<file path="config.mk">
export PLATFORM = sky130hd
export DESIGN_NAME = stream_demux_n
export DESIGN_NICKNAME = d
export VERILOG_FILES = /design/src/rtl/demux_pkg.sv /design/src/rtl/demux_slot.sv /design/src/rtl/stream_demux_n.sv
export SDC_FILE = /design/constraint.sdc
export NUM_CORES = 1
export LEC_CHECK = 0
export BUFFER_PORTS_ARGS = -buffer_cell sky130_fd_sc_hd__buf_2
export CORE_MARGIN = 2
export CORE_UTILIZATION = 32
export CTS_BUF_LIST = sky130_fd_sc_hd__clkbuf_8
export CTS_CLUSTER_DIAMETER = 50
export CTS_CLUSTER_SIZE = 10
export DETAILED_ROUTE_END_ITERATION = 12
export PLACE_DENSITY = 0.55
export SKIP_LAST_GASP = 1
export SLEW_MARGIN = 20
export SYNTH_ARGS = -nofsm -noshare
export SYNTH_HDL_FRONTEND = slang
export SYNTH_HIERARCHICAL = 1
export SYNTH_SLANG_ARGS = --single-unit
</file>
<file path="constraint.sdc">
create_clock -name clk -period 3.6 [get_ports clk]
set_input_delay 0.9 -clock clk [delete_from_list [all_inputs] [get_ports clk]]
set_output_delay 0.9 -clock clk [all_outputs]
set_load 0.02 [all_outputs]
</file>
<file path="src/rtl/demux_pkg.sv">
// Shared types and helpers for the registered stream demultiplexer.
// Holds the routing FSM state encoding and the select-width helper.
package demux_pkg;

    typedef enum logic [1:0] {
        IDLE,
        ROUTE,
        DROP
    } state_e;

    // At least one select bit, even for a two-way demux.
    function automatic int sel_width(input int n);
        return (n <= 2) ? 1 : $clog2(n);
    endfunction

endpackage

</file>
<file path="src/rtl/demux_slot.sv">
// Single-entry output register with valid/ready handshake.
// A new load takes priority over a simultaneous drain.
module demux_slot #(
    parameter int DATA_W = 8
) (
    input  logic              clk,
    input  logic              rst,
    input  logic              load_i,
    input  logic [DATA_W-1:0] data_i,
    input  logic              last_i,
    input  logic              ready_i,
    output logic              valid_o,
    output logic [DATA_W-1:0] data_o,
    output logic              last_o,
    output logic              free_o
);

    logic              valid_q, valid_d;
    logic [DATA_W-1:0] data_q, data_d;
    logic              last_q, last_d;

    always_comb begin
        valid_d = valid_q;
        data_d  = data_q;
        last_d  = last_q;
        if (load_i) begin
            valid_d = 1'b1;
            data_d  = data_i;
            last_d  = last_i;
        end else if (valid_q && ready_i) begin
            valid_d = 1'b0;
        end
    end

    always_ff @(posedge clk or posedge rst) begin
        if (rst) begin
            valid_q <= 1'b0;
            data_q  <= '0;
            last_q  <= 1'b0;
        end else begin
            valid_q <= valid_d;
            data_q  <= data_d;
            last_q  <= last_d;
        end
    end

    assign valid_o = valid_q;
    assign data_o  = data_q;
    assign last_o  = last_q;
    assign free_o  = !valid_q || ready_i;

endmodule

</file>
<file path="src/rtl/stream_demux_n.sv">
// Registered 1-to-N packet demultiplexer with per-channel output slots.
// Select/broadcast are locked on the first beat of each packet.
module stream_demux_n
    import demux_pkg::*;
#(
    parameter  int DATA_W  = 8,
    parameter  int NUM_OUT = 4,
    localparam int SEL_W   = sel_width(NUM_OUT)
) (
    input  logic                      clk,
    input  logic                      rst,
    input  logic                      in_valid,
    output logic                      in_ready,
    input  logic [DATA_W-1:0]         in_data,
    input  logic                      in_last,
    input  logic [SEL_W-1:0]          in_sel,
    input  logic                      in_bcast,
    output logic [NUM_OUT-1:0]        out_valid,
    input  logic [NUM_OUT-1:0]        out_ready,
    output logic [NUM_OUT*DATA_W-1:0] out_data,
    output logic [NUM_OUT-1:0]        out_last,
    output logic                      err_sel,
    output logic                      busy
);

    localparam logic [NUM_OUT-1:0] ONE = {{(NUM_OUT-1){1'b0}}, 1'b1};

    state_e             state_q, state_d;
    logic [SEL_W-1:0]   sel_q, sel_d;
    logic               bcast_q, bcast_d;
    logic               err_q, err_d;

    logic [SEL_W-1:0]   eff_sel;
    logic               eff_bcast;
    logic               sel_ok;
    logic [NUM_OUT-1:0] tgt;
    logic [NUM_OUT-1:0] slot_free;
    logic [NUM_OUT-1:0] load;
    logic               dropping;
    logic               fire;

    // First beat routes from live inputs, later beats from the lock.
    always_comb begin
        eff_sel   = sel_q;
        eff_bcast = bcast_q;
        if (state_q == IDLE) begin
            eff_sel   = in_sel;
            eff_bcast = in_bcast;
        end
    end

    assign sel_ok = eff_bcast ||
        ({{(32-SEL_W){1'b0}}, eff_sel} < $unsigned(NUM_OUT));

    always_comb begin
        tgt = '0;
        if (eff_bcast)
            tgt = '1;
        else if (sel_ok)
            tgt = ONE << eff_sel;
    end

    assign dropping = (state_q == DROP) || (state_q == IDLE && !sel_ok);
    assign in_ready = dropping || (&(slot_free | ~tgt));
    assign fire     = in_valid && in_ready;
    assign load     = (fire && !dropping) ? tgt : '0;

    always_comb begin
        state_d = state_q;
        sel_d   = sel_q;
        bcast_d = bcast_q;
        err_d   = 1'b0;
        unique case (state_q)
            IDLE: begin
                if (fire) begin
                    sel_d   = in_sel;
                    bcast_d = in_bcast;
                    if (!sel_ok) begin
                        err_d = 1'b1;
                        if (!in_last) state_d = DROP;
                    end else if (!in_last) begin
                        state_d = ROUTE;
                    end
                end
            end
            ROUTE, DROP: begin
                if (fire && in_last) state_d = IDLE;
            end
            default: state_d = IDLE;
        endcase
    end

    always_ff @(posedge clk or posedge rst) begin
        if (rst) begin
            state_q <= IDLE;
            sel_q   <= '0;
            bcast_q <= 1'b0;
            err_q   <= 1'b0;
        end else begin
            state_q <= state_d;
            sel_q   <= sel_d;
            bcast_q <= bcast_d;
            err_q   <= err_d;
        end
    end

    assign err_sel = err_q;
    assign busy    = (state_q != IDLE);

    for (genvar k = 0; k < NUM_OUT; k++) begin : g_slot
        demux_slot #(.DATA_W(DATA_W)) u_slot (
            .clk     (clk),
            .rst     (rst),
            .load_i  (load[k]),
            .data_i  (in_data),
            .last_i  (in_last),
            .ready_i (out_ready[k]),
            .valid_o (out_valid[k]),
            .data_o  (out_data[k*DATA_W +: DATA_W]),
            .last_o  (out_last[k]),
            .free_o  (slot_free[k])
        );
    end

endmodule

</file>
==> impl_metrics.csv, run 1 <==
group,metric,value,unit
run_status,status,"complete, no violations",
drt,ant_nets,0,
placed_design,hpwl,3.09,mm
cells_and_area,drive_above_1_share,58.1,%
drt,routed_wl,4.29,mm
placed_design,portBuffers,60,
logic_synthesis,yosysSeqAreaShare,55.6,%
cts,cts_resized,0,
logic_synthesis,synth_top_cell_area_share,55.6,%
cells_and_area,nFillCells,580,
power,p_per_area,1100,nW/um^2
critical_path,critPathRequiredTime,2.70,ns
logic_synthesis,synth.most_common_cell,"dfrtp_1",
cts,cts_made_buffers,5,
timing,setup_viol,0,
critical_path,crit_path_start_kind,"input port",
cts,postCtsHoldBufs,0,
critical_path,cpPeakStageDelay,0.29,ns
floorplan,io_pins,62,
floorplan,die-height,82.7,um
logic_synthesis,yosysWarnings,6,
global_routing,grt_max_degree,15,
critical_path,crit_chain,"buf_2, mux2_1, a21oi_1, o22ai_1, nor2_1, buf_2",
placed_design,pre_cts_ws,0.656,ns
global_routing,gr-usage-all-layers,13.5,%
drt,post_drt_wl_per_cell,16.1,um
power,leakage,1.23,nW
cts,clock_path_buffers,2,
critical_path,critical_path.most_common_cell,"buf_2",
global_routing,grt.overflow.total,0,
critical_path,path_buf_inv,2,
drt,drt_iter0_drc,62,
critical_path,cp_top_family,"compound AO/OA/AOI/OAI gates",
drt,vias_per_cell,4.47,
timing,period_minus_slack,2.96,ns
placed_design,gp_congestion,0.698,
timing,fin_crit_sh,82.1,%
timing,fin_skew,0.00532,ns
global_routing,grt_pass1_vias,1224,
cells_and_area,diodes,0,
logic_synthesis,synth_area,1980,um^2
drt,dr.pass1.iters,3,
cells_and_area,area_delta_synth_final,23.8,%
cts,htree_num_levels,2,
job,max_cap_viol_count,0,
global_routing,grt_pass1_wl,6.47,mm
critical_path,arrival,2.06,ns
critical_path,path_class,"input port to primary output",
critical_path,end_kind,"primary output",
logic_synthesis,synth-seq-cells,44,
timing,fin_ws,0.644,ns
logic_synthesis,yosys-top-cells-area,"dfrtp_1 (56%), mux2_4 (28%), buf_6 (2.8%)",
logic_synthesis,avgSynthCellArea,15.8,um^2
logic_synthesis,ys.flop_type,"dfrtp_1",
timing,report.final.slew_viol_count,0,
floorplan,die_w,82.7,um
drt,via_count,1188,
critical_path,cp_slowest_cell,"mux2_1",
logic_synthesis,synth_edf_count,0,
logic_synthesis,synth.top_cells.by_count,"dfrtp_1 (44), mux2_4 (37), nand2b_1 (8)",
cts,cts_tree,"done",
power,ir_drop,0.471,mV
hold_path,hold_class,"flop to flop",
timing,final.setup.tns,0,ns
cts,clock_latency,0.30,ns
floorplan,die_area,6830,um^2
drt,drc,0,
cts,clkTransAtPathRegs,0.08,ns
logic_synthesis,async_flop_share,100,%
timing,max_freq,338,MHz
timing,finalHoldViolations,0,
floorplan,rows,28,
global_routing,antenna_found_initial,0,
floorplan,initial_core_util,33.2,%
logic_synthesis,synth_top_area_cell,"dfrtp_1",
cts,cts.sink_count,44,
logic_synthesis,synth_cells,125,
floorplan,core_area,5960,um^2
logic_synthesis,ys_types,17,
cts,cts-root-buf,"clkbuf_8",
logic_synthesis,synthesis.nets,144,
critical_path,critPathMaxFanout,3,
timing,rsz0062_at_grt,"no",
cells_and_area,fin_nets,209,
cts,cts_setup_buffers,0,
-- cells by family after synthesis --
| logic type | count (synthesis) | share of synthesized area (%) |
|---|---|---|
| flops | 44 | 55.6 |
| buf+inv | 11 | 4.17 |
| other cells | 1 | 0.189 |
| simple gates | 15 | 4.93 |
| compound gates | 10 | 3.16 |
| mux | 44 | 31.9 |
-- power breakdown --
group          leakage (nW)  internal, mW  switching, mW
Sequential            0.520         0.751          0.150
Combinational         0.659         0.707          0.722
Clock                0.0541         0.205          0.170
Total                  1.23          1.66           1.04
-- metal layers --
metal / up-vias / share of wire, % / track usage [%]
met1: 584 / 48 / 18.5
met3: 6 / 6.8 / 4.46
li1: 557 / - / -
met4: 0 / 1.5 / 5.41
met2: 41 / 44 / 19.5
met5: - / 0 / 0
-- state kept, by name (all words and copies together) (netlist names) --
name                   cells
g_slot.u_slot/last_o       4
bcast_q                    1
g_slot.u_slot/valid_o      4
g_slot.u_slot/data_o      32
state_q                    1
sel_q                      2
-- final cells by class --
type | count | area [um^2] | share of cell area [%]
well taps | 75 | 93.8 | 3.83
multi-input cells | 70 | 796 | 32.5
repair buffers | 64 | 330 | 13.5
flip-flops and latches | 44 | 1100 | 44.9
clock inverters | 3 | 42.5 | 1.74
inverters | 5 | 18.8 | 0.766
clock buffers | 5 | 68.8 | 2.81
-- worst reg2reg max path: cells and delay by family, from the launching register on --
kind                   cells  cell delay [ns]
DFF                        1             0.58
AOI/OAI and AO/OA          2             0.41
buffers and inverters      1             0.25
and+or+nand+nor            2             0.28
muxes                      2             0.73
-- worst paths after layout --
| kind | startpoint | to | slack, ns | depth (start not counted) |
|---|---|---|---|---|
| hold reg to reg | bcast_q | bcast_q | 0.50 | 1 |
| setup / recovery | in_sel[0] | in_ready | 0.64 | 6 |
| max in group asynchronous | rst | g_slot[1].u_slot/data_o[5] | 2.64 | 2 |
| hold / removal | bcast_q | bcast_q | 0.50 | 1 |
| min in group asynchronous | rst | state_q[0] | 0.51 | 2 |
| setup reg to reg | state_q[0] | g_slot[3].u_slot/data_o[4] | 1.25 | 7 |
-- stage by stage --
step / power [mW] / util (%) / hold WS (ns) / instances / instance area, um^2
finish: 2.71 / 41.2 / 0.498 / 266 / 2450
global route: 2.87 / 41.2 / 0.513 / 266 / 2450
CTS: 2.75 / 41.2 / 0.504 / 266 / 2450
detailed placement: 2.36 / 39.3 / 0.485 / 258 / 2340
global placement: 2.35 / 39.3 / 0.473 / 258 / 2340
floorplan: 1.98 / - / 0.458 / 125 / 1980
-- layout by cell type, fill, tap and decap left out, types with 4 or more instances in the layout --
cell / instances
buf_2: 60
dfrtp_1: 44
mux2_4: 37
nand2b_1: 8
nor2_1: 5
inv_1: 5
clkbuf_8: 5
mux2_1: 4
a21oi_1: 4
buf_4: 4
No activity file was read; power rests on OpenSTA's default activity.
==> inputs of run 2 (changes only) <==
--- a/config.mk
+++ b/config.mk
@@ -5,6 +5,7 @@
 export SDC_FILE = /design/constraint.sdc
 export NUM_CORES = 1
 export LEC_CHECK = 0
+export ABC_AREA = 1
 export BUFFER_PORTS_ARGS = -buffer_cell sky130_fd_sc_hd__buf_2
 export CORE_MARGIN = 2
 export CORE_UTILIZATION = 32
@@ -12,7 +13,7 @@
 export CTS_CLUSTER_DIAMETER = 50
 export CTS_CLUSTER_SIZE = 10
 export DETAILED_ROUTE_END_ITERATION = 12
-export PLACE_DENSITY = 0.55
+export PLACE_DENSITY = 0.58
 export SKIP_LAST_GASP = 1
 export SLEW_MARGIN = 20
 export SYNTH_ARGS = -nofsm -noshare
==> constraint.sdc (replaced) <==
create_clock -name clk -period 2.6 [get_ports clk]
set_input_delay 0.65 -clock clk [delete_from_list [all_inputs] [get_ports clk]]
set_output_delay 0.65 -clock clk [all_outputs]
set_load 0.02 [all_outputs]
==> run 2 against run 1 <==
Compared with the run above:
- critical endpoint unchanged
- critical path depth rose by 2
- final cell count rose by 41%
- total power rose by 18%
- synthesized cell count rose by 88%
- first-iteration DRC count rose by 66%
- routed wire length rose by 13%
- largest power group unchanged
- highest routed layer unchanged
- sequential share of layout area rose by 1.9 points
- register-to-register slack got worse by 0.68 ns
==> impl_metrics.csv, run 2 <==
group,metric,value,unit
run_status,status,"complete, no violations",
power,p_sw_share,46.9,%
logic_synthesis,synth_edf_count,0,
logic_synthesis,synth.top_cells.by_count,"nand2_1 (149), dfrtp_1 (44), inv_1 (18), inv_2 (5)",
critical_path,crit_path_start_kind,"flop",
cells_and_area,layout_commonest_cell,"nand2_1",
drt,dr.pass1.iters,4,
cells_and_area,fin_nets,320,
cells_and_area,drive_above_1_share,26.6,%
logic_synthesis,synthesis.nets,254,
timing,final.setup.tns,0,ns
power,ir_drop,0.439,mV
power,intPower,1.70,mW
logic_synthesis,yosysSeqAreaShare,57.9,%
critical_path,end_kind,"primary output",
critical_path,arrival,1.75,ns
logic_synthesis,yosys-top-cells-area,"dfrtp_1 (58%), nand2_1 (29%), inv_1 (3.6%)",
power,power_frac_comb,49.6,%
drt,drt_iter0_drc,103,
critical_path,cp_slowest_cell,"dfrtp_1",
power,switching_power,1.50,mW
floorplan,die_area,6580,um^2
cts,htree_num_levels,2,
drt,via_count,1611,
cells_and_area,final_cell_mix,"nand2_1 (149), buf_2 (60), dfrtp_1 (44)",
logic_synthesis,synth-seq-cells,44,
timing,setup_viol,0,
global_routing,grt.overflow.total,0,
cts,cts_tree,"done",
logic_synthesis,synth_top_area_cell,"dfrtp_1",
cts,cts_setup_buffers,0,
cells_and_area,largest_register_ffs,32,
critical_path,reg2reg_depth,12,
cts,clock_latency,0.30,ns
global_routing,gr-usage-all-layers,15.9,%
drt,drc,0,
cts,cts_made_buffers,5,
critical_path,r2r-end,"g_slot[2].u_slot/data_o[5]",
global_routing,grt_pass1_vias,1543,
logic_synthesis,ys.flop_type,"dfrtp_1",
critical_path,r2r_setup_slack,0.57,ns
critical_path,timing.rr.start,"state_q[0]",
placed_design,portBuffers,60,
drt,vias_per_cell,4.28,
power,p_seq_share,37.8,%
cts,clock_path_buffers,2,
logic_synthesis,avgSynthCellArea,8.09,um^2
cells_and_area,area_delta_synth_final,23.8,%
cts,cts_resized,0,
floorplan,rows,28,
cts,postCtsHoldBufs,0,
cells_and_area,nFillCells,629,
timing,period_minus_slack,2.40,ns
critical_path,crit_chain,"inv_4, nand2_1, o21ai_4, nand2_1, nand2_1, nand2_2, nor2_4, buf_2",
timing,fin_skew,0.0108,ns
floorplan,die_w,81.1,um
critical_path,path_depth,8,
critical_path,critPathMaxFanout,10,
cts,cts-root-buf,"clkbuf_8",
logic_synthesis,ys_types,15,
floorplan,core_area,5820,um^2
power,clkPwrFrac,12.6,%
floorplan,initial_core_util,32.7,%
hold_path,hold_class,"input port to async pin",
timing,holdWs,0.278,ns
cts,clkTransAtPathRegs,0.07,ns
global_routing,grt_max_degree,13,
logic_synthesis,async_flop_share,100,%
global_routing,grt_pass1_wl,7.65,mm
timing,report.final.slew_viol_count,0,
logic_synthesis,synth_cells,235,
logic_synthesis,synth_area,1900,um^2
drt,post_drt_wl_per_cell,12.8,um
critical_path,cp_top_family,"simple AND/OR/NAND/NOR gates",
cells_and_area,diodes,0,
timing,rsz0062_at_grt,"no",
critical_path,critical_path.most_common_cell,"nand2_1",
critical_path,path_buf_inv,2,
timing,finalHoldViolations,0,
floorplan,die-height,81.1,um
floorplan,io_pins,62,
power,leakage,1.45,nW
critical_path,cpPeakStageDelay,0.47,ns
job,max_cap_viol_count,0,
cts,cts.sink_count,44,
drt,ant_nets,0,
placed_design,gp_congestion,0.722,
logic_synthesis,synth_top_cell_area_share,57.9,%
global_routing,antenna_found_initial,0,
placed_design,hpwl,3.51,mm
logic_synthesis,synth.most_common_cell,"nand2_1",
critical_path,path_class,"flop to primary output",
timing,max_freq,417,MHz
power,p_per_area,1360,nW/um^2
logic_synthesis,yosysWarnings,6,
timing,fin_crit_sh,92.2,%
drt,routed_wl,4.83,mm
critical_path,critPathRequiredTime,1.95,ns
[run 2: cells by family after synthesis]
kind of cell           share of synthesized area [%]
buffers and inverters                           7.30
other                                          0.197
AND/OR/NAND/NOR                                 32.4
flip-flops                                      57.9
AO/OA/AOI/OAI                                   2.17
[run 2: worst reg2reg max path, delay by kind of cell, from the launching register on]
family | cells | cell delay (ns)
and+or+nand+nor | 8 | 0.74
AOI/OAI and AO/OA | 2 | 0.38
DFF | 1 | 0.47
buffers and inverters | 2 | 0.38
[run 2: area by class of cell]
class	instances	area (um^2)	share of cell area, %
Sequential cell	44	1100	46.8
Multi-Input combinational cell	163	662	28.1
Timing Repair Buffer	64	330	14.0
Tap cell	75	93.8	3.99
Inverter	23	88.8	3.77
Clock buffer	5	68.8	2.92
Clock inverter	2	8.76	0.372
[run 2: routing by layer]
metal  routed length [um]  track usage [%]  vias to the layer above  share of wire (%)
met3                  293             4.33                        5                6.1
li1                     -                -                      828                  -
met2                 2120             24.5                       41                 44
met5                    0                0                        -                  0
met1                 2360             22.1                      737                 49
met4                   49             4.07                        0                1.0
[run 2: power groups by stage]
stage	Sequential, mW	Clock, mW	Combinational [mW]
floorplan	1.57	0	0.746
global placement	1.22	0	1.57
detailed placement	1.22	0	1.61
CTS	1.21	0.418	1.61
global route	1.25	0.447	1.80
finish	1.21	0.404	1.59
[run 2: worst max path at each step]
stage                                            end        from  slack (ns)
after floorplan           g_slot[1].u_slot/data_o[0]  state_q[0]        0.60
after global placement                      in_ready    in_bcast        0.37
after detailed placement                    in_ready    in_bcast        0.34
after CTS                                   in_ready  state_q[0]        0.15
after global routing                        in_ready  state_q[0]        0.04
final                                       in_ready  state_q[0]        0.20
[run 2: stage by stage]
step           area [um^2]  setup slack [ns]  power [mW]  utilization, %  std cells
2_1_floorplan         1900             0.604        2.32               -        235
3_3_place_gp          2270             0.374        2.80            39.1        369
3_5_place_dp          2270             0.341        2.82            39.1        369
4_1_cts               2350             0.149        3.24            40.4        376
5_1_grt               2350            0.0439        3.50            40.5        376
6_report              2350             0.203        3.20            40.5        376
==> inputs of run 3 (changes only) <==
--- a/config.mk
+++ b/config.mk
@@ -6,14 +6,15 @@
 export NUM_CORES = 1
 export LEC_CHECK = 0
 export ABC_AREA = 1
-export BUFFER_PORTS_ARGS = -buffer_cell sky130_fd_sc_hd__buf_2
+export CAP_MARGIN = 20
 export CORE_MARGIN = 2
 export CORE_UTILIZATION = 32
 export CTS_BUF_LIST = sky130_fd_sc_hd__clkbuf_8
 export CTS_CLUSTER_DIAMETER = 50
 export CTS_CLUSTER_SIZE = 10
 export DETAILED_ROUTE_END_ITERATION = 12
-export PLACE_DENSITY = 0.58
+export DONT_BUFFER_PORTS = 1
+export PLACE_DENSITY = 0.48
 export SKIP_LAST_GASP = 1
 export SLEW_MARGIN = 20
 export SYNTH_ARGS = -nofsm -noshare
==> run 3 against run 2 <==
Compared with the run above:
- clock power rose by 11%
- critical path depth decreased by 1
- via count shrank 14%
- fmax grew 1.9%
- largest power group is now registers
- clock skew fell by 0.0018 ns
- first-iteration DRC count is 35% lower
- hold slack got worse by 0.15 ns
- largest cell class unchanged
- clock-buffer cell count up 1
- cell area fell by 12%
- combinational power is 46% lower
==> impl_metrics.csv, run 3 (synthesis gave the netlist of run 2 again) <==
group,metric,value,unit
drt,drc,0,
timing,period_minus_slack,2.35,ns
cts,cts_setup_buffers,0,
cts,cts_tree,"done",
power,p_sw_share,48.6,%
timing,holdWs,0.129,ns
critical_path,timing.rr.start,"state_q[0]",
timing,setup_viol,0,
critical_path,r2r_setup_slack,0.36,ns
power,power_frac_comb,29.3,%
power,switching_power,1.43,mW
cells_and_area,final_cell_mix,"nand2_1 (149), dfrtp_1 (43), inv_1 (19)",
cts,clkTransAtPathRegs,0.09,ns
floorplan,core_area,5820,um^2
timing,max_freq,425,MHz
drt,routed_wl,4.83,mm
timing,fin_skew,0.00901,ns
cells_and_area,largest_register_ffs,32,
critical_path,arrival,1.70,ns
cts,postCtsHoldBufs,0,
drt,post_drt_wl_per_cell,15.2,um
global_routing,antenna_found_initial,0,
critical_path,reg2reg_depth,12,
run_status,status,"complete, no violations",
global_routing,grt_pass1_vias,1441,
drt,vias_per_cell,4.39,
cells_and_area,drive_above_1_share,9.09,%
critical_path,crit_path_start_kind,"flop",
placed_design,hpwl,3.47,mm
global_routing,gr-usage-all-layers,15.9,%
cts,clock_latency,0.29,ns
critical_path,path_class,"flop to primary output",
cells_and_area,regArea,1100,um^2
drt,via_count,1391,
drt,drt_iter0_drc,67,
floorplan,rows,28,
critical_path,crit_end,"in_ready",
critical_path,end_kind,"primary output",
timing,finalHoldViolations,0,
floorplan,die-height,81.1,um
drt,ant_nets,0,
cts,cts.sink_count,44,
global_routing,grt_max_degree,14,
timing,report.final.slew_viol_count,0,
critical_path,critPathRequiredTime,1.95,ns
cells_and_area,multiInputGateArea,662,um^2
cells_and_area,diodes,0,
job,max_cap_viol_count,0,
floorplan,io_pins,62,
power,clkPwrFrac,15.2,%
global_routing,grt_pass1_wl,7.53,mm
cts,clock_path_buffers,2,
timing,fin_crit_sh,90.4,%
timing,final.setup.tns,0,ns
cells_and_area,fin_nets,260,
floorplan,die_w,81.1,um
cells_and_area,layout_commonest_cell,"nand2_1",
placed_design,portBuffers,0,
power,ir_drop,0.478,mV
critical_path,critPathMaxFanout,10,
cts,cts-root-buf,"clkbuf_8",
floorplan,die_area,6580,um^2
global_routing,grt.overflow.total,0,
hold_path,hold_class,"input port to async pin",
power,leakage,1.20,nW
floorplan,initial_core_util,32.7,%
power,intPower,1.52,mW
drt,dr.pass1.iters,4,
critical_path,r2r-end,"g_slot[2].u_slot/data_o[7]",
timing,rsz0062_at_grt,"no",
cells_and_area,nFillCells,658,
power,p_per_area,1430,nW/um^2
critical_path,crit_path_start,"state_q[0]",
placed_design,gp_congestion,0.755,
cts,cts_made_buffers,5,
cts,cts_resized,0,
power,p_seq_share,55.5,%
cells_and_area,area_delta_synth_final,8.75,%
cts,htree_num_levels,2,
==> run 3: critical path: stages (launching register included) <==
cell     delay, ns
dfrtp_2       0.50
inv_2         0.20
nand2_1       0.12
o21ai_4       0.11
nand2_1       0.08
nand2_1       0.06
nand2_1       0.09
nor2_4        0.25
==> run 3: per-layer routing <==
layer  global-route usage (%)  routed length [um]  vias to the layer above
met5                        0                   0                        -
met4                     4.24                  15                        0
met3                     7.44                 451                        2
met2                     23.1                2110                       45
met1                     21.2                2260                      639
li1                         -                   -                      705
==> run 3: power groups by stage <==
| stage | Clock (mW) | Combinational (mW) | Sequential (mW) |
|---|---|---|---|
| after CTS | 0.466 | 0.884 | 1.65 |
| after global placement | 0 | 0.864 | 1.66 |
| after global routing | 0.497 | 1.04 | 1.69 |
| after detailed placement | 0 | 0.887 | 1.65 |
| after floorplan | 0 | 0.746 | 1.57 |
| final | 0.449 | 0.865 | 1.64 |
==> run 3: final cells by class <==
cell class,count,share of cell area [%]
Sequential cell,44,53.3
Multi-Input combinational cell,163,32.0
Tap cell,75,4.54
Inverter,23,4.17
Clock buffer,6,3.99
Timing Repair Buffer,4,1.45
Clock inverter,2,0.544
==> run 3: worst min path at each step <==
stage,endpoint,cells after the start
after floorplan,bcast_q,1
after global placement,state_q[0],1
after detailed placement,state_q[0],1
after CTS,sel_q[0],1
after global routing,sel_q[0],1
final,bcast_q,1
==> run 3: per-stage QoR <==
step / util, % / area, um^2 / worst slack (ns) / cells / total power, mW
3_3_place_gp: 33.9 / 1970 / 0.359 / 309 / 2.52
4_1_cts: 35.5 / 2070 / 0.150 / 317 / 3.00
5_1_grt: 35.6 / 2070 / 0.0449 / 317 / 3.22
2_1_floorplan: - / 1900 / 0.604 / 235 / 2.32
6_report: 35.6 / 2070 / 0.248 / 317 / 2.95
3_5_place_dp: 33.9 / 1970 / 0.320 / 309 / 2.54
